[config.mk]
export PLATFORM = sky130hd
export DESIGN_NAME = inst_fetch_flat
export DESIGN_NICKNAME = d
export VERILOG_FILES = /design/src/rtl/inst_fetch_if.sv /design/src/rtl/inst_fetch.sv /design/src/flat_wrapper.sv
export SDC_FILE = /design/constraint.sdc
export NUM_CORES = 1
export LEC_CHECK = 0
export ABC_AREA = 1
export BUFFER_PORTS_ARGS = -buffer_cell sky130_fd_sc_hd__buf_2
export CORE_UTILIZATION = 54
export DETAILED_ROUTE_END_ITERATION = 7
export PLACE_DENSITY = 0.82
export SYNTH_ARGS = -nofsm -noshare
export SYNTH_HDL_FRONTEND = slang
export SYNTH_SLANG_ARGS = --single-unit
[constraint.sdc]
create_clock -name CLK -period 5.95 [get_ports CLK]
set_input_delay 1.785 -clock CLK [delete_from_list [all_inputs] [get_ports CLK]]
set_output_delay 1.785 -clock CLK [all_outputs]
set_load 0.03 [all_outputs]
[src/rtl/inst_fetch_if.sv]
// ---------------------------------------------------------------------------
// inst_fetch_if
// Purpose : bundles the instruction-memory request/response channel and the
//           decode-side presentation/control signals of the fetch stage.
// Signals :
//   imem_req/imem_addr        fetch -> memory request (valid + address)
//   imem_ready                memory -> fetch, request accepted this cycle
//   imem_rvalid/imem_rdata    memory -> fetch, in-order response
//   stall                     decode -> fetch, decode cannot consume
//   redirect/redirect_pc      execute -> fetch, branch taken + target
//   inst/inst_pc/inst_valid   fetch -> decode, head of the fetch buffer
//   misalign                  fetch -> execute, misaligned redirect target
// Modports: master = fetch stage, slave = surrounding memory/decode/execute.
// ---------------------------------------------------------------------------
interface inst_fetch_if;
  logic        imem_req;
  logic [63:0] imem_addr;
  logic        imem_ready;
  logic        imem_rvalid;
  logic [31:0] imem_rdata;
  logic        stall;
  logic        redirect;
  logic [63:0] redirect_pc;
  logic [31:0] inst;
  logic [63:0] inst_pc;
  logic        inst_valid;
  logic        misalign;

  modport master (
    output imem_req, imem_addr, inst, inst_pc, inst_valid, misalign,
    input  imem_ready, imem_rvalid, imem_rdata, stall, redirect, redirect_pc
  );

  modport slave (
    input  imem_req, imem_addr, inst, inst_pc, inst_valid, misalign,
    output imem_ready, imem_rvalid, imem_rdata, stall, redirect, redirect_pc
  );
endinterface

[src/rtl/inst_fetch.sv]
// ---------------------------------------------------------------------------
// inst_fetch
// Purpose : instruction-fetch stage. Keeps the PC, issues word requests to an
//           in-order instruction memory, buffers returned words with their PCs
//           in a small FIFO and presents the head to decode. A branch redirect
//           flushes the buffer and discards responses still in flight.
// Ports   :
//   CLK     clock, all state updates on posedge
//   reset   asynchronous active-low reset
//   bus     inst_fetch_if.master (memory channel + decode/execute signals)
// Params  :
//   RESET_PC    PC after reset (4-byte aligned)
//   FIFO_DEPTH  fetch-buffer entries, power of two 2..16
// ---------------------------------------------------------------------------
module inst_fetch #(
  parameter logic [63:0] RESET_PC   = 64'h0000000000000000,
  parameter int          FIFO_DEPTH = 4
) (
  input  logic         CLK,
  input  logic         reset,
  inst_fetch_if.master bus
);

  localparam int          AW  = $clog2(FIFO_DEPTH);
  localparam int          CW  = AW + 1;
  localparam logic [31:0] NOP = 32'h00000013;

  logic [63:0]   r_pc;
  logic [63:0]   r_rsp_pc;
  logic [AW-1:0] r_wptr;
  logic [AW-1:0] r_rptr;
  logic [CW-1:0] r_count;
  logic [CW-1:0] r_outst;
  logic [CW-1:0] r_drop;
  logic          r_misalign;
  logic [31:0]   r_mem_data [FIFO_DEPTH];
  logic [63:0]   r_mem_pc   [FIFO_DEPTH];

  logic [CW:0]   w_used;
  logic          w_credit;
  logic          w_req;
  logic          w_accept;
  logic          w_rsp;
  logic          w_push;
  logic          w_pop;
  logic          w_valid;
  logic [CW-1:0] w_outst_after;
  logic [63:0]   w_redir_pc;

  // Credit: buffered entries plus requests in flight never exceed the FIFO,
  // so every response has a slot waiting for it.
  assign w_used   = {1'b0, r_count} + {1'b0, r_outst};
  assign w_credit = w_used < (CW+1)'(FIFO_DEPTH);
  assign w_req    = reset & ~bus.redirect & w_credit;
  assign w_accept = w_req & bus.imem_ready;

  // A response with nothing outstanding is stale (e.g. issued before reset).
  assign w_rsp  = bus.imem_rvalid & (r_outst != '0);
  assign w_push = w_rsp & (r_drop == '0) & ~bus.redirect;
  assign w_valid = (r_count != '0);
  assign w_pop  = w_valid & ~bus.stall & ~bus.redirect;

  assign w_outst_after = r_outst - CW'(w_rsp);
  assign w_redir_pc    = {bus.redirect_pc[63:2], 2'b00};

  always_ff @(posedge CLK or negedge reset) begin
    if (!reset) begin
      r_pc       <= RESET_PC;
      r_rsp_pc   <= RESET_PC;
      r_wptr     <= '0;
      r_rptr     <= '0;
      r_count    <= '0;
      r_outst    <= '0;
      r_drop     <= '0;
      r_misalign <= 1'b0;
    end else begin
      r_misalign <= bus.redirect & (|bus.redirect_pc[1:0]);
      if (bus.redirect) begin
        // No request goes out in a redirect cycle, so only the response
        // decrement affects outstanding; everything still in flight is dropped.
        r_pc     <= w_redir_pc;
        r_rsp_pc <= w_redir_pc;
        r_wptr   <= '0;
        r_rptr   <= '0;
        r_count  <= '0;
        r_outst  <= w_outst_after;
        r_drop   <= w_outst_after;
      end else begin
        if (w_accept) r_pc <= r_pc + 64'd4;
        r_outst <= w_outst_after + CW'(w_accept);
        if (w_rsp && (r_drop != '0)) r_drop <= r_drop - CW'(1);
        if (w_push) begin
          r_wptr   <= r_wptr + AW'(1);
          r_rsp_pc <= r_rsp_pc + 64'd4;
        end
        if (w_pop) r_rptr <= r_rptr + AW'(1);
        r_count <= r_count + CW'(w_push) - CW'(w_pop);
      end
    end
  end

  // Buffer storage carries no reset; occupancy is tracked by r_count.
  always_ff @(posedge CLK) begin
    if (reset && w_push) begin
      r_mem_data[r_wptr] <= bus.imem_rdata;
      r_mem_pc[r_wptr]   <= r_rsp_pc;
    end
  end

  assign bus.imem_req   = w_req;
  assign bus.imem_addr  = r_pc;
  assign bus.inst_valid = w_valid;
  assign bus.inst       = w_valid ? r_mem_data[r_rptr] : NOP;
  assign bus.inst_pc    = w_valid ? r_mem_pc[r_rptr] : 64'd0;
  assign bus.misalign   = r_misalign;

endmodule

[src/flat_wrapper.sv]
// flat-port wrapper written by rule: the top's interface ports become plain ports
module inst_fetch_flat 
#(
  parameter logic [63:0] RESET_PC   = 64'h0000000000000000,
  parameter int          FIFO_DEPTH = 4
)
  (CLK, reset, bus_imem_req, bus_imem_addr, bus_inst, bus_inst_pc, bus_inst_valid, bus_misalign, bus_imem_ready, bus_imem_rvalid, bus_imem_rdata, bus_stall, bus_redirect, bus_redirect_pc);
  inst_fetch_if bus_i ();
  input  logic CLK;
  input  logic reset;
  output wire logic [$bits(bus_i.imem_req)-1:0] bus_imem_req;
  output wire logic [$bits(bus_i.imem_addr)-1:0] bus_imem_addr;
  output wire logic [$bits(bus_i.inst)-1:0] bus_inst;
  output wire logic [$bits(bus_i.inst_pc)-1:0] bus_inst_pc;
  output wire logic [$bits(bus_i.inst_valid)-1:0] bus_inst_valid;
  output wire logic [$bits(bus_i.misalign)-1:0] bus_misalign;
  input wire logic [$bits(bus_i.imem_ready)-1:0] bus_imem_ready;
  input wire logic [$bits(bus_i.imem_rvalid)-1:0] bus_imem_rvalid;
  input wire logic [$bits(bus_i.imem_rdata)-1:0] bus_imem_rdata;
  input wire logic [$bits(bus_i.stall)-1:0] bus_stall;
  input wire logic [$bits(bus_i.redirect)-1:0] bus_redirect;
  input wire logic [$bits(bus_i.redirect_pc)-1:0] bus_redirect_pc;
  assign bus_imem_req = bus_i.imem_req;
  assign bus_imem_addr = bus_i.imem_addr;
  assign bus_inst = bus_i.inst;
  assign bus_inst_pc = bus_i.inst_pc;
  assign bus_inst_valid = bus_i.inst_valid;
  assign bus_misalign = bus_i.misalign;
  assign bus_i.imem_ready = bus_imem_ready;
  assign bus_i.imem_rvalid = bus_imem_rvalid;
  assign bus_i.imem_rdata = bus_imem_rdata;
  assign bus_i.stall = bus_stall;
  assign bus_i.redirect = bus_redirect;
  assign bus_i.redirect_pc = bus_redirect_pc;
  inst_fetch #(.RESET_PC(RESET_PC), .FIFO_DEPTH(FIFO_DEPTH)) u_core (.CLK(CLK), .reset(reset), .bus(bus_i));
endmodule
==> summary.txt <==
Status
  • Outcome: finished clean

Worst setup path
  • Crit-path max cell delay: 0.98 ns
  • CP arrival: 3.41 ns
  • Worst Path Buf+Inv: 3
  • CP Max Fanout: 57
  • CP Class: flop to primary output
  • CP top delay family: buffers and inverters
  • Worst path slowest cell: dfrtp_2
  • Setup crit end kind: primary output
  • Critical path required time: 4.16 ns
  • Crit path cell chain: inv_2 > buf_12 > nor2_1 > o21ai_0 > a21oi_1 > buf_2
  • CP Launch Type: flop

STA
  • Post-layout min period: 5.19 ns
  • Final setup viols: 0
  • Final Hold Vio Count: 0
  • WHS: 0.567 ns
  • RSZ-0062 raised after global routing: false
  • Slew @ Worst Pin: 0.961 ns
  • Final worst-path cycle share: 87.2%
  • Slew HR: 35.9%
  • Slew Viols, Final: 0
  • Final Skew: 0.0255 ns
  • Achievable frequency: 193 MHz

Yosys
  • Avg Inst Size Synth: 9.01 µm²
  • Synth Cell Area: 24800 µm²
  • Simple-gate area share of the yosys netlist: 23.7%
  • XOR/XNOR share of the synthesized area: 0.990%
  • Post-synthesis mux area share: 0%
  • YS warnings: 0
  • Synth area leaders: edfxtp_1 (46%), dfrtp_1 (14%), nor2_1 (9.3%)
  • Cell type with the highest aggregate area in the netlist: edfxtp_1
  • Seq cells post-synth: 514
  • Largest family of logic cells by synthesized area: simple AND/OR/NAND/NOR gates
  • Post-Synthesis Cells: 2750
  • Sequential fraction of the synthesis area: 59.5%
  • Yosys cell types: 42
  • Post-synthesis compound-gate area fraction: 9.58%
  • Share of the synthesized area in the top cell type: 45.6%
  • Adder-Cell Fraction of Synth Area: 0.889%

CTS
  • Clock latency at the later pin of the worst-skew pair: 0.61 ns
  • Resize count post-CTS: 0
  • CTS tree: yes
  • Clock slew seen by the registers of the worst setup and hold paths: 0.06 ns
  • Clk sinks: 514
  • Htree depth: 2
  • Longest Clk Path Bufs: 3
  • Hold Buf Count CTS: 0
  • Buffer count from post-CTS setup fixing: 0
  • CTS Root Cell: clkbuf_16
  • Num CTS Buffers: 51

Cells and area
  • # diodes: 0
  • Layout area overhead: 14.1%
  • Final design utilization: 62.4%
  • Commonest non-fill, non-tap cell in the layout: nor2_1
  • Commonest non-fill, non-tap cells in the layout: nor2_1 (609), nand2_1 (510), edfxtp_1 (376)
  • Design Area, Final: 28300 µm²
  • Non-filler instance count after layout: 3617
  • Fraction of layout cells with a size suffix above 1: 13.9%
  • Nets: 3095

Power and ir drop
  • Final Total Pwr: 11.3 mW
  • VDD IR-drop max: 0.371 mV
  • Pwr/cell area: 400 nW/µm²
  • Pleak: 11.4 nW

Detailed routing
  • 1st-pass router iterations: 6
  • DR iter-0 viols: 2495
  • DR vias/cell: 5.82
  • Vias: 21000
  • Wire per inst: 21.2 µm
  • DRC viols: 0
  • Antenna-violating nets left: 0
  • Drt total wl: 76600 µm

Global route
  • Largest net degree at the start of global routing: 78
  • Vias in the first global route: 20400
  • First-pass GRT wire length: 117000 µm
  • All-Layer GR Usage: 32.7%
  • Overflow after GRT: 0
  • Initial antenna violation count: 3

Placement
  • Gpl congestion: 0.980
  • Cells after DPL: 3523
  • Area after DPL: 26600 µm²
  • Final HPWL DP: 52100 µm
  • I/O Buffers: 260

Floorplan
  • Ports: 265
  • Die span in y: 216 µm
  • Chip Width: 216 µm
  • Initial core utilization: 54.7%
  • Cell Rows: 78
  • Die area: 46700 µm²
  • Core ar.: 45300 µm²

Run
  • Max_cap viols: 0

Min path
  • Worst hold path class: flop to flop
## path summary, 6_finish.rpt
path,from,cells past startpoint,slack (ns),end
min in group asynchronous,reset,1,1.07,u_core.bus.imem_addr[9]
setup / recovery,u_core.r_rptr[1],6,0.76,bus_inst[9]
max in group asynchronous,reset,3,2.94,u_core.r_rsp_pc[42]
hold reg to reg,u_core.r_drop[1],2,0.57,u_core.r_drop[1]
setup reg to reg,u_core.r_drop[0],10,2.71,u_core.r_mem_data[3][3]
hold / removal,u_core.r_drop[1],2,0.57,u_core.r_drop[1]
## through the flow
step | setup TNS, ns | setup slack (ns)
floorplan | -376.14 | -1.00
global placement | 0 | 1.47
detailed placement | 0 | 1.41
CTS | 0 | 0.797
global route | 0 | 0.698
finish | 0 | 0.760
## power by group
part | switching, mW | internal, mW | total, mW | leakage (nW)
Sequential | 0.483 | 4.15 | 4.63 | 5.05
Clock | 1.41 | 1.83 | 3.24 | 0.804
Combinational | 2.55 | 0.891 | 3.44 | 5.53
## flip-flops by register name, summed over array words and instances, names as in the netlist
signal                count
u_core.r_outst            3
u_core.bus.misalign       1
u_core.r_wptr             2
u_core.r_rsp_pc          62
u_core.r_mem_data       128
u_core.r_drop             3
u_core.r_count            3
u_core.bus.imem_addr     62
u_core.r_rptr             2
u_core.r_mem_pc         248
## cells in the mapped netlist, drive strengths merged
cell type,count
a21oi,135
clkbuf,46
dfrtp,138
edfxtp,376
buf,70
clkinv,1
nand3b,8
xnor2,9
or2,3
nor2,637
inv,213
nor3b,2
nand4,36
o21ai,260
o311ai,4
ha,16
and3,1
a31oi,7
xor2,19
and3b,1
conb,1
fa,1
o21bai,13
nor3,30
nand2,523
o211ai,27
o221ai,1
nand3,171
a22oi,1
## kinds of logic after synthesis
kind of cell | Yosys count
and+or+nand+nor | 1412
DFF | 514
AOI/OAI and AO/OA | 448
adders and majority gates | 17
xor gates and xnor gates | 28
other | 1
buffers and inverters | 330
## worst min-delay path, delay by kind of cell, from the launching register on
family	cells	cell delay, ns
compound gates	1	0.15
buf+inv	1	0.06
flops	1	0.32
## area by class of cell
type	count	area, µm²
timing repair buffer	286	1540
clock buffer	59	1330
multi-input combinational	1909	8760
inverter	214	807
clock inverter	35	345
fill	3694	17000
tap	600	751
sequential	514	14700
## layer usage
layer | global-route usage, % | share of wire (%) | vias up
met4 | 11.0 | 3.2 | 2
met5 | 0 | 0.014 | -
met2 | 52.9 | 47 | 1148
li1 | - | - | 9643
met1 | 45.2 | 40 | 10100
met3 | 5.19 | 9.6 | 136
No activity file was read; power rests on OpenSTA's default activity.
